`config.mk`:
```
export PLATFORM = sky130hd
export DESIGN_NAME = bcd_display_scan
export DESIGN_NICKNAME = d
export VERILOG_FILES = /design/src/rtl/bcd_disp_pkg.sv /design/src/rtl/bcd_display_scan_bcd_to_seg.sv /design/src/rtl/bcd_display_scan.sv
export SDC_FILE = /design/constraint.sdc
export NUM_CORES = 1
export LEC_CHECK = 0
export CAP_MARGIN = 20
export CORE_AREA = 8 8 66 68
export CTS_BUF_LIST = sky130_fd_sc_hd__clkbuf_4
export CTS_CLUSTER_SIZE = 16
export DETAILED_ROUTE_END_ITERATION = 10
export DIE_AREA = 0 0 74 76
export DONT_BUFFER_PORTS = 1
export PLACE_DENSITY_LB_ADDON = 0.05
export SLEW_MARGIN = 25
export SYNTH_ARGS = -nofsm -noshare
export SYNTH_HDL_FRONTEND = slang
export SYNTH_SLANG_ARGS = --single-unit
export TNS_END_PERCENT = 10
```
`constraint.sdc`:
```
create_clock -name Clock -period 2.65 [get_ports Clock]
set_clock_uncertainty 0.2 [all_clocks]
set_input_delay 0.265 -clock Clock [delete_from_list [all_inputs] [get_ports Clock]]
set_output_delay 0.265 -clock Clock [all_outputs]
set_load 0.1 [all_outputs]
```
`src/rtl/bcd_disp_pkg.sv`:
```
// Shared constants for the three-digit BCD scan display: segment patterns,
// digit-select enum and one-hot anode codes.
package bcd_disp_pkg;

   // Active-high {a,b,c,d,e,f,g}
   localparam logic [6:0] SEG_0     = 7'b1111110;
   localparam logic [6:0] SEG_1     = 7'b0110000;
   localparam logic [6:0] SEG_2     = 7'b1101101;
   localparam logic [6:0] SEG_3     = 7'b1111001;
   localparam logic [6:0] SEG_4     = 7'b0110011;
   localparam logic [6:0] SEG_5     = 7'b1011011;
   localparam logic [6:0] SEG_6     = 7'b1011111;
   localparam logic [6:0] SEG_7     = 7'b1110000;
   localparam logic [6:0] SEG_8     = 7'b1111111;
   localparam logic [6:0] SEG_9     = 7'b1111011;
   localparam logic [6:0] SEG_DASH  = 7'b0000001;
   localparam logic [6:0] SEG_BLANK = 7'b0000000;

   typedef enum logic [1:0] {
      UNITS    = 2'd0,
      TENS     = 2'd1,
      HUNDREDS = 2'd2
   } digit_e;

   localparam logic [2:0] AN_UNITS    = 3'b001;
   localparam logic [2:0] AN_TENS     = 3'b010;
   localparam logic [2:0] AN_HUNDREDS = 3'b100;
   localparam logic [2:0] AN_OFF      = 3'b000;

   function automatic logic [2:0] anode_of(input digit_e d);
      case (d)
         UNITS:    anode_of = AN_UNITS;
         TENS:     anode_of = AN_TENS;
         HUNDREDS: anode_of = AN_HUNDREDS;
         default:  anode_of = AN_OFF;
      endcase
   endfunction

endpackage

```
`src/rtl/bcd_display_scan_bcd_to_seg.sv`:
```
// Combinational nibble to seven-segment decoder; nibbles above 9 show a dash.
module bcd_to_seg
   import bcd_disp_pkg::*;
(
   input  logic [3:0] nib,
   output logic [6:0] seg
);

   always_comb begin
      seg = SEG_DASH;
      case (nib)
         4'd0: seg = SEG_0;
         4'd1: seg = SEG_1;
         4'd2: seg = SEG_2;
         4'd3: seg = SEG_3;
         4'd4: seg = SEG_4;
         4'd5: seg = SEG_5;
         4'd6: seg = SEG_6;
         4'd7: seg = SEG_7;
         4'd8: seg = SEG_8;
         4'd9: seg = SEG_9;
         default: seg = SEG_DASH;
      endcase
   end

endmodule

```
`src/rtl/bcd_display_scan.sv`:
```
// Three-digit multiplexed seven-segment driver for the BCD adder result.
// Optional build macro LEADING_ZERO_BLANK_EN blanks leading zero digits.
module bcd_display_scan
   import bcd_disp_pkg::*;
#(
   parameter int REFRESH_DIV = 1000
) (
   input  logic       Clock,
   input  logic       Reset_N,
   input  logic       Load,
   input  logic       Cout,
   input  logic [3:0] Sum1,
   input  logic [3:0] Sum0,
   output logic [6:0] Seg,
   output logic [2:0] Anode,
   output logic       Err
);

   localparam int CNT_W = (REFRESH_DIV > 2) ? $clog2(REFRESH_DIV) : 1;
   localparam logic [CNT_W-1:0] CNT_MAX = CNT_W'(REFRESH_DIV - 1);

   logic             hold_c;
   logic [3:0]       hold_1;
   logic [3:0]       hold_0;
   logic [CNT_W-1:0] cnt;
   logic [CNT_W-1:0] cnt_nxt;
   logic             wrap;
   digit_e           state;
   digit_e           state_nxt;
   logic [3:0]       nib;
   logic [6:0]       seg_dec;
   logic [6:0]       seg_nxt;
   logic [2:0]       anode_nxt;
   logic             blank;

   // Capture register and error flag; Load never touches the scan state
   always_ff @(posedge Clock or negedge Reset_N) begin
      if (!Reset_N) begin
         hold_c <= 1'b0;
         hold_1 <= 4'd0;
         hold_0 <= 4'd0;
         Err    <= 1'b0;
      end else if (Load) begin
         hold_c <= Cout;
         hold_1 <= Sum1;
         hold_0 <= Sum0;
         Err    <= (Sum1 > 4'd9) || (Sum0 > 4'd9);
      end
   end

   always_ff @(posedge Clock or negedge Reset_N) begin
      if (!Reset_N) begin
         cnt   <= '0;
         state <= UNITS;
      end else begin
         cnt   <= cnt_nxt;
         state <= state_nxt;
      end
   end

   always_comb begin
      wrap      = (cnt == CNT_MAX);
      cnt_nxt   = wrap ? '0 : cnt + CNT_W'(1);
      state_nxt = state;
      if (wrap) begin
         case (state)
            UNITS:    state_nxt = TENS;
            TENS:     state_nxt = HUNDREDS;
            HUNDREDS: state_nxt = UNITS;
            default:  state_nxt = UNITS;
         endcase
      end
   end

   always_comb begin
      nib = hold_0;
      case (state)
         UNITS:    nib = hold_0;
         TENS:     nib = hold_1;
         HUNDREDS: nib = {3'b000, hold_c};
         default:  nib = hold_0;
      endcase
   end

   bcd_to_seg u_dec (
      .nib (nib),
      .seg (seg_dec)
   );

`ifdef LEADING_ZERO_BLANK_EN
   // Only a true zero nibble is suppressed; a dash is never mistaken for zero
   assign blank = ((state == HUNDREDS) && !hold_c) ||
                  ((state == TENS) && !hold_c && (hold_1 == 4'd0));
`else
   assign blank = 1'b0;
`endif

   // Last count of each slot is the dead-time gap between digits
   always_comb begin
      anode_nxt = anode_of(state);
      seg_nxt   = blank ? SEG_BLANK : seg_dec;
      if (wrap) begin
         anode_nxt = AN_OFF;
         seg_nxt   = SEG_BLANK;
      end
   end

   always_ff @(posedge Clock or negedge Reset_N) begin
      if (!Reset_N) begin
         Seg   <= SEG_BLANK;
         Anode <= AN_OFF;
      end else begin
         Seg   <= seg_nxt;
         Anode <= anode_nxt;
      end
   end

endmodule

```
==> results.yml <==
outcome:
  outcome: "complete, no violations"
hold_path:
  min_path_type: "in -> async"
critical_path:
  cp_common_cell: "ha_1"
  slowest_delay_ps: 430
  cp_data_arrival_time_ps: 2490
  critical_path_class: "reg -> reg"
  cp-start-kind: "register"
  path_max_fanout: 10
  path_cells: "inv_1 > ha_1 > nor2_1 > a21o_1 > ha_1 > and4b_1 > a211o_1 > o21ai_0 > a21oi_1"
  endpoint_kind: "register"
  cp_data_required_time_ps: 2650
  crit_slowest_cell: "ha_1"
synthesis:
  yosysSeqAreaShare: 0.497
  synth-xor-area-share: 0.0380
  yosys.area.top_type: "dfrtp_1"
  synth-simple-area-share: 0.158
  synth.ff_latch_count: 32
  syn_nets: 167
  yosys.area_share.adder: 0.0853
  yosysUniqueCellTypes: 38
  synth_compound_area_frac: 0.112
  syn_inst: 144
  synth_top_family_by_area: "simple AND/OR/NAND/NOR gates"
  synth_area_leaders: "dfrtp_1, ha_1, mux2_2"
  syn_avg_cell_area_um2: 11.2
  yosys_warnings: 0
  synth_top_cell_area_share: 0.497
  syn-cell-area_um2: 1610
  synth.area.mux_share: 0.0807
final_layout:
  drive_gt1_frac: 0.151
  fin_nets: 188
  num-fill-cells: 306
  layout_common_cells: "dfrtp_1, dlygate4sd3_1, ha_1"
  num_antenna_cells: 0
  final_area_um2: 1890
  seq_area_um2: 801
  layout_commonest_cell: "dfrtp_1"
  area_growth_pct: 17.3
  multi_input_area_um2: 766
sta:
  fin_hold_ws_ps: 168
  slew_violations: 0
  min_period_over_period: 0.938
  tightest_slew_ps: 901
  period_needed_ps: 2490
  finalHoldViolations: 0
  rsz0062_at_grt: "no"
  setup_viol: 0
  max_freq_mhz: 402
  setup_tns_ps: 0
  slew_headroom: 0.400
global_route:
  grt_pass1_wl_um: 5440
  antenna_found_initial: 0
  groute.usage.overall: 0.124
  grt_pass1_vias: 1153
  grt-ovfl-total: 0
  grt_max_degree: 33
detailed_routing:
  via_per_inst: 5.17
  wl_um: 3060
  first_pass_iters: 4
  routedWlPerCell_um: 14.3
  routed-via-count: 1107
  ant_nets: 0
  drc: 0
  drtIter0Drc: 52
cts:
  holdBufCountCts: 15
  clockBufferDepth: 2
  cts_tree: "yes"
  cts-buffers-inserted: 5
  ctsResizeCount: 0
  cts_setup_buffers: 0
  clock_latency_ps: 330
  clock-sinks: 32
  ctsRootBufferMaster: "clkbuf_4"
  cts.htree.levels: 2
  clk_pin_slew_ps: 90
floorplan:
  coreArea_um2: 3440
  die_w_um: 74
  initial_utilization: 0.469
  die_h_um: 76
  io_pins: 23
  dieArea_um2: 5620
  placementRows: 22
place:
  place_area_um2: 1680
  port_buffers: 0
  dp_hpwl_um: 2220
  place.gp.congestion: 0.834
power:
  peakVddDrop_v: 0.000308
  p_leak_nw: 0.849
  design_power_total_mw: 1.07
  p_per_area_nw_per_um2: 565
run:
  drv_cap: 0
metal layers:
layer	track usage	up-vias	wire length, um
met5	0	-	0
met4	0.0480	0	55
met3	0.0539	6	218
met2	0.193	22	1460
met1	0.143	532	1330
li1	-	547	-
cell type report:
type                    count  area share
flip-flops and latches     32       0.423
inverters                   7      0.0139
multi-input cells         101       0.405
clock inverters             1     0.00198
clock buffers               7      0.0278
repair buffers             18      0.0966
well taps                  48      0.0317
kinds of logic (layout without fill, tap and decap cells):
family,after synthesis,in the layout
buf+inv,11,33
xor+xnor,7,7
mux,11,11
compound gates,28,28
flops,32,32
simple gates,44,44
fa+ha+maj,11,11
final timing paths:
kind	endpoint	cells after the start	slack, ps	start
max	Seg[2]	9	160	state[0]
min reg2reg	cnt[0]	1	260	cnt[0]
min	cnt[8]	2	170	Reset_N
max reg2reg	Seg[2]	9	160	state[0]
max in group asynchronous	hold_1[2]	2	1900	Reset_N
min in group Clock	cnt[0]	1	260	cnt[0]
cells in the mapped netlist, drive strengths merged:
library cell,n
a211o,1
a211oi,1
a21boi,2
a21o,1
a21oi,9
a221o,2
a22oi,1
a311o,1
a31o,1
a31oi,1
and2,2
and2b,4
and3,2
and4b,1
buf,3
clkbuf,1
dfrtp,32
ha,11
inv,7
mux2,10
mux2i,1
nand2,9
nand2b,1
nand3,6
nand4,2
nand4b,1
nor2,10
nor2b,1
nor3,4
nor3b,1
o21ai,6
o21bai,2
xnor2,4
xor2,3
critical path, delay by kind of cell, from the launching register on:
kind | cells | cell delay (ps)
buf+inv | 1 | 100
simple gates | 2 | 290
compound gates | 4 | 690
fa+ha+maj | 2 | 680
flops | 1 | 420
sequential cells by signal, summed over array words and instances (netlist names):
register	flops
cnt	10
Seg	7
hold_0	4
hold_1	4
Anode	3
state	2
Err	1
hold_c	1
power by group:
part	leakage, nW	internal (mW)	switching [mW]
combinational	0.428	0.0599	0.0554
clock	0.0338	0.122	0.152
sequential	0.387	0.517	0.161
through the flow:
stage	worst slack, ps	instances	util
finish	163	214	0.550
global placement	258	191	0.487
CTS	168	214	0.550
global route	16.3	214	0.550
detailed placement	214	191	0.487
floorplan	245	144	-
No activity file was read; power rests on OpenSTA's default activity.
